File: config.mk
export PLATFORM = sky130hd
export DESIGN_NAME = and_op_arbiter
export DESIGN_NICKNAME = d
export VERILOG_FILES = /design/src/rtl/and_op_arbiter.sv
export SDC_FILE = /design/constraint.sdc
export NUM_CORES = 1
export LEC_CHECK = 0
export BUFFER_PORTS_ARGS = -buffer_cell sky130_fd_sc_hd__buf_2
export CORE_MARGIN = 2
export CORE_UTILIZATION = 54
export CTS_BUF_LIST = sky130_fd_sc_hd__clkbuf_4 sky130_fd_sc_hd__clkbuf_8
export CTS_CLUSTER_DIAMETER = 150
export DETAILED_ROUTE_END_ITERATION = 8
export GPL_TIMING_DRIVEN = 0
export PLACE_DENSITY = 0.92
export SLEW_MARGIN = 20
export SYNTH_ARGS = -nofsm -noshare
export SYNTH_HDL_FRONTEND = slang
export SYNTH_SLANG_ARGS = --single-unit
File: constraint.sdc
create_clock -name clk -period 2.7 [get_ports clk]
set_input_delay 0.54 -clock clk [delete_from_list [all_inputs] [get_ports clk]]
set_output_delay 0.54 -clock clk [all_outputs]
set_load 0.01 [all_outputs]
File: src/rtl/and_op_arbiter.sv
// and_op_arbiter: round-robin arbiter that time-shares one registered, flag-gated AND datapath.
// One operation runs at a time: ISSUE drives the datapath, WAIT captures its result, DONE returns it.
module and_op_arbiter #(
    parameter int NUM_REQ = 4
) (
    input  logic               clk,
    input  logic               rst_n,
    input  logic [NUM_REQ-1:0] pi_req,
    input  logic [NUM_REQ-1:0] pi_a,
    input  logic [NUM_REQ-1:0] pi_b,
    output logic [NUM_REQ-1:0] po_ack,
    output logic [NUM_REQ-1:0] po_c_valid,
    output logic               po_c_data,
    output logic               po_dp_a,
    output logic               po_dp_b,
    output logic               po_dp_flag,
    input  logic               pi_dp_c,
    output logic               po_busy
);
    localparam int IW = $clog2(NUM_REQ);

    typedef enum logic [1:0] {IDLE, ISSUE, WAIT, DONE} state_t;

    state_t             state, state_nx;
    logic [IW-1:0]      last, last_nx, win, j;
    logic               found;
    logic [NUM_REQ-1:0] ack_nx, valid_nx;
    logic               c_nx, a_nx, b_nx, flag_nx;

    // Rotating priority: first requester above the last grant, wrapping at NUM_REQ.
    always_comb begin
        win = '0;
        j = '0;
        found = 1'b0;
        for (int i = 1; i <= NUM_REQ; i++) begin
            j = IW'((int'(last) + i) % NUM_REQ);
            if (!found && pi_req[j]) begin
                win = j;
                found = 1'b1;
            end
        end
    end

    // The last-grant pointer doubles as the index of the operation in flight.
    always_comb begin
        state_nx = state;
        last_nx = last;
        ack_nx = '0;
        valid_nx = '0;
        c_nx = 1'b0;
        a_nx = 1'b0;
        b_nx = 1'b0;
        flag_nx = 1'b0;
        unique case (state)
            IDLE, DONE: begin
                state_nx = found ? ISSUE : IDLE;
                if (found) begin
                    last_nx = win;
                    ack_nx[win] = 1'b1;
                    flag_nx = 1'b1;
                    a_nx = pi_a[win];
                    b_nx = pi_b[win];
                end
            end
            ISSUE: state_nx = WAIT;
            WAIT: begin
                state_nx = DONE;
                valid_nx[last] = 1'b1;
                c_nx = pi_dp_c;
            end
            default: state_nx = IDLE;
        endcase
    end

    always_ff @(posedge clk or negedge rst_n) begin
        if (!rst_n) begin
            state <= IDLE;
            last <= IW'(NUM_REQ - 1);
            po_ack <= '0;
            po_c_valid <= '0;
            po_c_data <= 1'b0;
            po_dp_a <= 1'b0;
            po_dp_b <= 1'b0;
            po_dp_flag <= 1'b0;
            po_busy <= 1'b0;
        end else begin
            state <= state_nx;
            last <= last_nx;
            po_ack <= ack_nx;
            po_c_valid <= valid_nx;
            po_c_data <= c_nx;
            po_dp_a <= a_nx;
            po_dp_b <= b_nx;
            po_dp_flag <= flag_nx;
            po_busy <= state_nx != IDLE;
        end
    end
endmodule
==> metrics.cfg, run 1 <==
[outcome]
status = completed

[floorplan]
core_mm2 = 0.001962
io_pins = 28
num_rows = 16
die_y_um = 49.64
initial_core_util_pct = 57.33
dieArea_mm2 = 0.002464
fp.dieW_um = 49.64

[clock_network]
cts_buffers = 3
htree_levels = 1
cts.sinks = 17
clock_tree.root_cell = clkbuf_4
cts_tree = built
cts_buffer_depth = 2
clk_latency_ps = 280
path_clk_slew_ps = 80

[power]
ir_worst_vdd_mv = 0.7669
p_leak_nw = 0.6340
cellPowerDensity_mw_per_mm2 = 1347

[synth]
synthDistinctLibCells = 40
synthArstFlopShare_pct = 100.0
synth_ff_type = dfrtp_1
synthCells = 105
yosysWarnings = 0
synthesis.area_mm2 = 0.001125
yosysSeqAreaShare_pct = 38.04
ys_seq_elements = 17
synth_nets = 125
synth_edf_count = 0
avgSynthCellArea_um2 = 10.71

[routing]
routed_wl_mm = 2.497
drt_first_pass_iters = 4
remaining_drc_errors = 0
final_antenna_net_count = 0
via_count = 951
wl_per_cell_um = 15.32
viasPerCell = 5.834
drt_iter0_drc = 36

[setup_path]
critical_path_class = reg2reg
cp.arrival_ps = 2730
rrSetupSlack_ps = 150
end_kind = flop
crit_fanout = 7
start_kind = flop
crit_required_ps = 2890
reg2reg_depth = 9

[place]
place_ws_ps = -145.6
gp_congestion = 0.7899
post-dp-hpwl_mm = 1.897
port_buffers = 24

[timing]
worst_pin_slew_ps = 405.2
hold_viol = 0
rsz0062_at_grt = false
finalCritPeriodShare_pct = 94.38
maxSlewHeadroom_pct = 72.74
fmax_mhz = 392.4
min_period_ps = 2548
setup-violations-final = 0
maxSlewViolCount = 0
clock_skew_ps = 0.7524
hold_ws_ps = 149.2
layout_setup_ws_ps = 151.8

[finish]
regArea_um2 = 427.9
area_growth_pct = 20.02
drive_gt1_share_pct = 39.71
utilization_pct = 68.81
finalNetCount = 157
antenna_cells = 0
fillerInstances = 159
multiInputGateArea_um2 = 649.4
layout_common_cells = buf_2, dfrtp_1, nand2_1, o21a_1, and2_1
layout_commonest_cell = buf_2

[global_routing]
grtUsageTotal_pct = 21.64
grt_max_degree = 18
grt_pass1_wl_mm = 4.043
gr-total-overflow = 0
grt_pass1_vias = 880
antenna_found_initial = 0

[run]
drv_cap = 0

[worst_hold_path]
hold_class = in2async

-- worst max-delay path, cell delays in order, from the launching register on --
cell and delay (ps):
dfstp_2 610, inv_2 110, ha_1 310, buf_6 130, mux2i_4 260, mux2i_2 140, nor4_4 280, a31oi_2 110
nand2b_4 200, o32ai_2 290
-- synthesized netlist by cell type (2+ instances only) --
master    instances  area (µm²)
dfrtp_1          15       375.4
inv_1             5       18.77
mux4_2            2       45.04
nor2b_1           4       25.02
dfstp_2           2       52.55
and2_1            6       37.54
mux2i_2           2       27.53
nor2_1            4       15.01
o22ai_1           5       31.28
o32ai_2           2       32.53
buf_2             2       10.01
a21oi_1           4       20.02
mux2i_1           3       30.03
nand2b_4          2       27.53
ha_1              5       62.56
a211oi_1          3       22.52
o221ai_1          4       35.03
nand2_1           6       22.52
o21a_1            6       45.04
xnor2_1           2       17.52
buf_6             2       22.52
-- where the power goes --
group | switching [mW] | internal [mW] | leakage [nW]
combinational | 0.702 | 0.579 | 0.402
sequential | 0.0415 | 0.359 | 0.213
clock | 0.0708 | 0.0675 | 0.0184
total | 0.814 | 1.01 | 0.634
-- area by class of cell --
class / count / share of cell area, %
inverter: 6 / 1.668
timing repair buffer: 27 / 10.57
clock buffer: 4 / 2.224
multi-input combinational: 76 / 48.10
buffer: 6 / 3.244
sequential: 17 / 31.70
tap: 27 / 2.502
-- flip-flops by register name, summed over array words and instances (netlist names) --
| signal | cells |
|---|---|
| po_busy | 1 |
| po_c_valid | 4 |
| po_dp_a | 1 |
| last | 2 |
| po_c_data | 1 |
| po_dp_b | 1 |
| state | 2 |
| po_ack | 4 |
| po_dp_flag | 1 |
-- worst paths after layout --
kind | start | end
hold / removal | rst_n | state[0]
min in group clk | pi_dp_c | po_c_data
hold reg to reg | last[1] | last[1]
max in group asynchronous | rst_n | last[1]
setup / recovery | last[0] | po_dp_a
setup reg to reg | last[0] | po_dp_a
-- metal layers --
metal | vias up | wire, µm | global-route usage, %
li1 | 448 | - | -
met1 | 454 | 1026 | 26.86
met2 | 40 | 1264 | 36.89
met3 | 9 | 141 | 3.939
met4 | 0 | 64 | 8.796
met5 | - | 0 | 0
-- per-stage QoR --
step	cells	instance area [µm²]	power, mW	TNS, ps
floorplan	105	1125	1.323	0
global placement	156	1279	1.501	0
detailed placement	156	1279	1.584	-166.3
CTS	160	1324	1.770	0
global route	163	1350	1.957	0
finish	163	1350	1.819	0
-- timing repair --
action / in CTS / in global routing
endpoints found under the setup margin: 2 / 3
buffers inserted: 0 / 3
gates resized for setup: 3 / 1
hold buffers: 0 / 0
-- cell families after synthesis --
logic type	share of synthesized area [%]
and+or+nand+nor	18.69
AOI/OAI and AO/OA	21.13
DFF	38.04
buffers and inverters	5.895
muxes	9.121
adders and majority gates	5.562
xor gates and xnor gates	1.558
Note: power is estimated with default switching activity, not from simulation.
==> run 2, diff against run 1 <==
- BUFFER_PORTS_ARGS: -buffer_cell sky130_fd_sc_hd__buf_2 -> -buffer_cell sky130_fd_sc_hd__buf_4
==> metrics.cfg, run 2 (synthesis gave the netlist of run 1 again) <==
[routing]
remaining_drc_errors = 0  ; unchanged
final_antenna_net_count = 0  ; unchanged
drt_iter0_drc = 28  ; -22%
wl_per_cell_um = 14.13  ; -7.8%
via_count = 938  ; -1.4%
viasPerCell = 5.720  ; -2.0%
routed_wl_mm = 2.317  ; -7.2%
drt_first_pass_iters = 4  ; unchanged

[setup_path]
path_cells = inv_2 > ha_1 > buf_6 > mux2i_4 > mux2i_2 > nor4_4 > a31oi_2 > nand2b_4 > o32ai_2
slowest_stage = dfstp_2
crit_fanout = 7  ; unchanged
timing.rr.end = po_dp_a
critical_path_class = reg2reg
start_kind = flop
crit_required_ps = 2880  ; about the same
max_stage_delay_ps = 600  ; about the same
rrSetupSlack_ps = 140  ; about the same
reg2reg_depth = 9  ; unchanged
end_kind = flop
crit-reg2reg-launch = last[0]
cp.arrival_ps = 2740  ; about the same

[finish]
drive_gt1_share_pct = 38.69  ; -1.0 points
layout_common_cells = buf_4, dfrtp_1, nand2_1, o21a_1, and2_1
fillerInstances = 153  ; -3.8%
regArea_um2 = 427.9  ; unchanged
layout_commonest_cell = buf_4
area_growth_pct = 25.14
antenna_cells = 0  ; unchanged
reg_top3 = po_ack (4), po_c_valid (4)
multiInputGateArea_um2 = 639.4  ; -1.5%
finalNetCount = 158  ; +0.64%

[power]
ir_worst_vdd_mv = 0.8221  ; +7.2%
cellPowerDensity_mw_per_mm2 = 1277  ; -5.3%
p_total_mw = 1.797  ; -1.2%
p_leak_nw = 0.6529  ; +3.0%

[floorplan]
initial_core_util_pct = 57.33  ; unchanged
io_pins = 28  ; unchanged
fp.dieW_um = 49.64  ; unchanged
core_mm2 = 0.001962  ; unchanged
num_rows = 16  ; unchanged
dieArea_mm2 = 0.002464  ; unchanged
die_y_um = 49.64  ; unchanged

[place]
gp_congestion = 0.8037  ; +1.7%
post-dp-hpwl_mm = 1.706  ; -10%
port_buffers = 24  ; unchanged

[global_routing]
antenna_found_initial = 0  ; unchanged
grt_pass1_wl_mm = 3.726  ; -7.8%
gr-total-overflow = 0  ; unchanged
grt_max_degree = 18  ; unchanged
grt_pass1_vias = 865  ; -1.7%
grtUsageTotal_pct = 19.40  ; -2.2 points

[clock_network]
path_clk_slew_ps = 90  ; about the same
cts.sinks = 17  ; unchanged
htree_levels = 1  ; unchanged
clock_tree.root_cell = clkbuf_4
holdBufCountCts = 0  ; unchanged
cts_buffers = 3  ; unchanged
cts_buffer_depth = 2  ; unchanged
clk_latency_ps = 280  ; about the same
cts_tree = built

[timing]
finalCritPeriodShare_pct = 94.77  ; +0.39 points
hold_viol = 0  ; unchanged
fmax_mhz = 390.8  ; -0.41%
maxSlewHeadroom_pct = 70.64  ; -2.1 points
maxSlewViolCount = 0  ; unchanged
clock_skew_ps = 10.09  ; +9.334 ps
rsz0062_at_grt = false
tns_ps = 0  ; unchanged
setup-violations-final = 0  ; unchanged
worst_pin_slew_ps = 436.4  ; +31.23 ps
min_period_ps = 2559  ; +10.43 ps

[worst_hold_path]
hold_class = in2async

[outcome]
status = completed

[run]
drv_cap = 0  ; unchanged

[run 2: cell count changes in the layout (fill, tap and decap cells not counted)]
cell,delta
buf_4,+25
buf_2,-24
a2111oi_0,+1
a2111oi_2,-1
mux2i_1,+1
mux2i_2,-1
[run 2: repair_timing]
item                                    in CTS  in global routing
gates resized for setup                      1                  0
endpoints found under the setup margin       1                  2
setup buffers                                0                  4
[run 2: per-layer routing]
| metal | GRT usage [%] | share of wire (%) | up-vias |
|---|---|---|---|
| met5 | 0 | 0 | - |
| met1 | 24.61 | 42 | 449 |
| met3 | 2.727 | 4.9 | 4 |
| met4 | 5.556 | 0.73 | 0 |
| li1 | - | - | 450 |
| met2 | 34.22 | 52 | 35 |
[run 2: layout make-up]
type	instances	share of cell area (%)
buffer	6	3.111
clock buffer	4	2.133
inverter	6	1.600
multi-input combinational	76	45.42
sequential	17	30.40
tap	27	2.400
timing repair buffer	28	14.93
[run 2: how the worst max path moves through the flow]
stage                        from  slack (ps)      end  depth (start not counted)
after global routing      last[0]          70  po_dp_a                          9
after CTS                 last[0]          80  po_dp_a                          9
after floorplan           last[0]         300  po_dp_a                          9
after global placement    last[0]          90  po_dp_a                          9
after detailed placement  last[0]          30  po_dp_a                          9
final                     last[0]         140  po_dp_a                          9
[run 2: worst max-delay path: cells and delay by family, from the launching register on]
family                     cells  cell delay (ps)
and+or+nand+nor                2              470
DFF                            1              600
adders and majority gates      1              310
muxes                          2              470
AOI/OAI and AO/OA              2              370
buffers and inverters          2              230
[run 2: per-stage QoR]
step,utilization (%),cell area (µm²),hold slack (ps),instances,setup slack (ps)
2_1_floorplan,-,1125,244.4,105,302.5
6_report,71.75,1408,91.91,164,141.3
3_5_place_dp,68.24,1339,407.9,156,30.21
3_3_place_gp,68.24,1339,402.4,156,89.74
4_1_cts,70.22,1378,96.38,160,84.15
5_1_grt,71.75,1408,93.23,164,66.34
[run 2: power breakdown]
part           leakage, nW  switching (mW)  internal, mW
clock network       0.0184          0.0715        0.0674
logic                0.421           0.656         0.602
registers            0.213          0.0413         0.359
total                0.653           0.769          1.03
==> run 3, diff against run 2 <==
- CORE_UTILIZATION: 54 -> 49
- PLACE_DENSITY: 0.92 -> 0.88
- clock period: 2.7 -> 2.35 ns (I/O delays scaled with it)
==> metrics.cfg, run 3 (synthesis gave the netlist of run 1 again) <==
[setup_path]
reg2reg_depth = 7  ; -2
slowest_stage = dfstp_2
cp.arrival_ps = 2420  ; -320 ps
start_kind = flop
timing.rr.end = po_ack[1]
crit_top_cell = mux2i_4
crit_required_ps = 2520  ; -360 ps
end_kind = flop
path_delay_family = flip-flops
critical_path_class = reg2reg
max_stage_delay_ps = 590  ; about the same
crit_fanout = 7  ; unchanged
critical_path_depth = 7  ; -2
crit-reg2reg-launch = last[0]
critPathBufInv = 1  ; -1
rrSetupSlack_ps = 100  ; -50 ps
crit_end = po_ack[1]
path_cells = inv_6 > ha_4 > mux2i_4 > mux2i_4 > nor4_4 > a31oi_4 > a2111oi_1
crit_start = last[0]

[routing]
wl_per_cell_um = 15.04  ; +6.5%
routed_wl_mm = 2.512  ; +8.4%
drt_iter0_drc = 23  ; -18%
remaining_drc_errors = 0  ; unchanged
final_antenna_net_count = 0  ; unchanged
drt_first_pass_iters = 4  ; unchanged
viasPerCell = 5.713  ; -0.12%
via_count = 954  ; +1.7%

[finish]
finalNetCount = 160  ; +1.3%
layout_commonest_cell = buf_4
antenna_cells = 0  ; unchanged
layout_common_cells = buf_4, dfrtp_1, nand2_1, and2_1
multiInputGateArea_um2 = 684.4  ; +7.0%
regArea_um2 = 427.9  ; unchanged
area_growth_pct = 30.48
utilization_pct = 66.99  ; -4.8 points
reg_top3 = po_ack (4), po_c_valid (4)
stdcell_area_mm2 = 0.001468  ; +4.3%
drive_gt1_share_pct = 41.73  ; +3.0 points
fillerInstances = 171  ; +12%

[power]
ir_worst_vdd_mv = 0.8309  ; +1.1%
p_leak_nw = 0.6627  ; +1.5%
p_total_mw = 2.247  ; +25%
cellPowerDensity_mw_per_mm2 = 1531  ; +20%

[clock_network]
path_clk_slew_ps = 90  ; about the same
cts_buffers = 3  ; unchanged
cts_tree = built
htree_levels = 1  ; unchanged
cts.sinks = 17  ; unchanged
clk_latency_ps = 300  ; +20 ps
clock_tree.root_cell = clkbuf_4
cts_buffer_depth = 2  ; unchanged

[timing]
clock_skew_ps = 7.147  ; -2.940 ps
maxSlewViolCount = 0  ; unchanged
tns_ps = 0  ; unchanged
hold_viol = 0  ; unchanged
maxSlewHeadroom_pct = 73.24  ; +2.6 points
fmax_mhz = 443.5  ; +13%
finalCritPeriodShare_pct = 95.95  ; +1.2 points
worst_pin_slew_ps = 400.4  ; -36.06 ps
min_period_ps = 2255  ; -303.8 ps
setup-violations-final = 0  ; unchanged
hold_ws_ps = 7.917  ; -83.99 ps

[place]
gp_congestion = 0.7632  ; -5.0%
port_buffers = 24  ; unchanged
post-dp-hpwl_mm = 1.801  ; +5.5%
placed_area_mm2 = 0.001349  ; +0.75%

[floorplan]
io_pins = 28  ; unchanged
dieArea_mm2 = 0.002695  ; +9.4%
core_mm2 = 0.002191  ; +12%
fp.dieW_um = 51.91  ; +4.6%
die_y_um = 51.91  ; +4.6%
initial_core_util_pct = 51.34  ; -6.0 points
num_rows = 17  ; +1

[worst_hold_path]
hold_class = in2async

[global_routing]
grtUsageTotal_pct = 20.07  ; +0.67 points
gr-total-overflow = 0  ; unchanged
antenna_found_initial = 0  ; unchanged
grt_max_degree = 18  ; unchanged
grt_pass1_wl_mm = 3.912  ; +5.0%
grt_pass1_vias = 883  ; +2.1%

[run]
drv_cap = 0  ; unchanged

[outcome]
status = completed

[run 3: changes by cell type in the layout (fill, tap and decap cells not counted), sizes merged]
cell,delta
clkbuf,-1
buf,+2
clkinv,+1
[run 3: metal layers]
metal / share of wire, % / wire [µm] / up-vias / GRT usage [%]
li1: - / - / 454 / -
met1: 42 / 1052 / 459 / 24.17
met2: 51 / 1278 / 34 / 33.97
met3: 4.3 / 107 / 7 / 2.586
met4: 2.9 / 74 / 0 / 11.84
met5: 0 / 0 / - / 0
[run 3: stage by stage]
| step | worst slack (ps) | instances |
|---|---|---|
| 2_1_floorplan | 18.05 | 105 |
| 3_3_place_gp | -167.8 | 157 |
| 3_5_place_dp | -228.5 | 157 |
| 4_1_cts | 20.61 | 168 |
| 5_1_grt | -20.65 | 167 |
| 6_report | 95.08 | 167 |
[run 3: area by class of cell]
cell class	count	share of cell area (%)
Buffer	5	2.217
Clock buffer	3	1.535
Clock inverter	1	0.3410
Inverter	6	1.876
Multi-Input combinational cell	76	46.63
Sequential cell	17	29.16
Tap cell	28	2.387
Timing Repair Buffer	31	15.86
[run 3: worst min-delay path by stage]
stage / endpoint / slack (ps) / cells past startpoint
floorplan: po_ack[0] / 170 / 0
global placement: state[0] / 330 / 1
detailed placement: po_c_valid[3] / 340 / 1
CTS: po_busy / 9 / 1
global route: po_ack[1] / 20 / 1
finish: po_busy / 8 / 1
[run 3: what timing repair did]
action,CTS,global route
pin swaps,1,3
cloned,0,0
hold buffers,0,0
gates resized for setup,6,3
setup endpoints to repair,7,4
setup buffers,7,0
[run 3: where the power goes]
group	switching, mW	internal [mW]	leakage (nW)	total [mW]
clock network	0.0897	0.0636	0.0177	0.153
registers	0.0419	0.412	0.213	0.454
logic	0.832	0.808	0.432	1.64
total	0.963	1.28	0.663	2.25
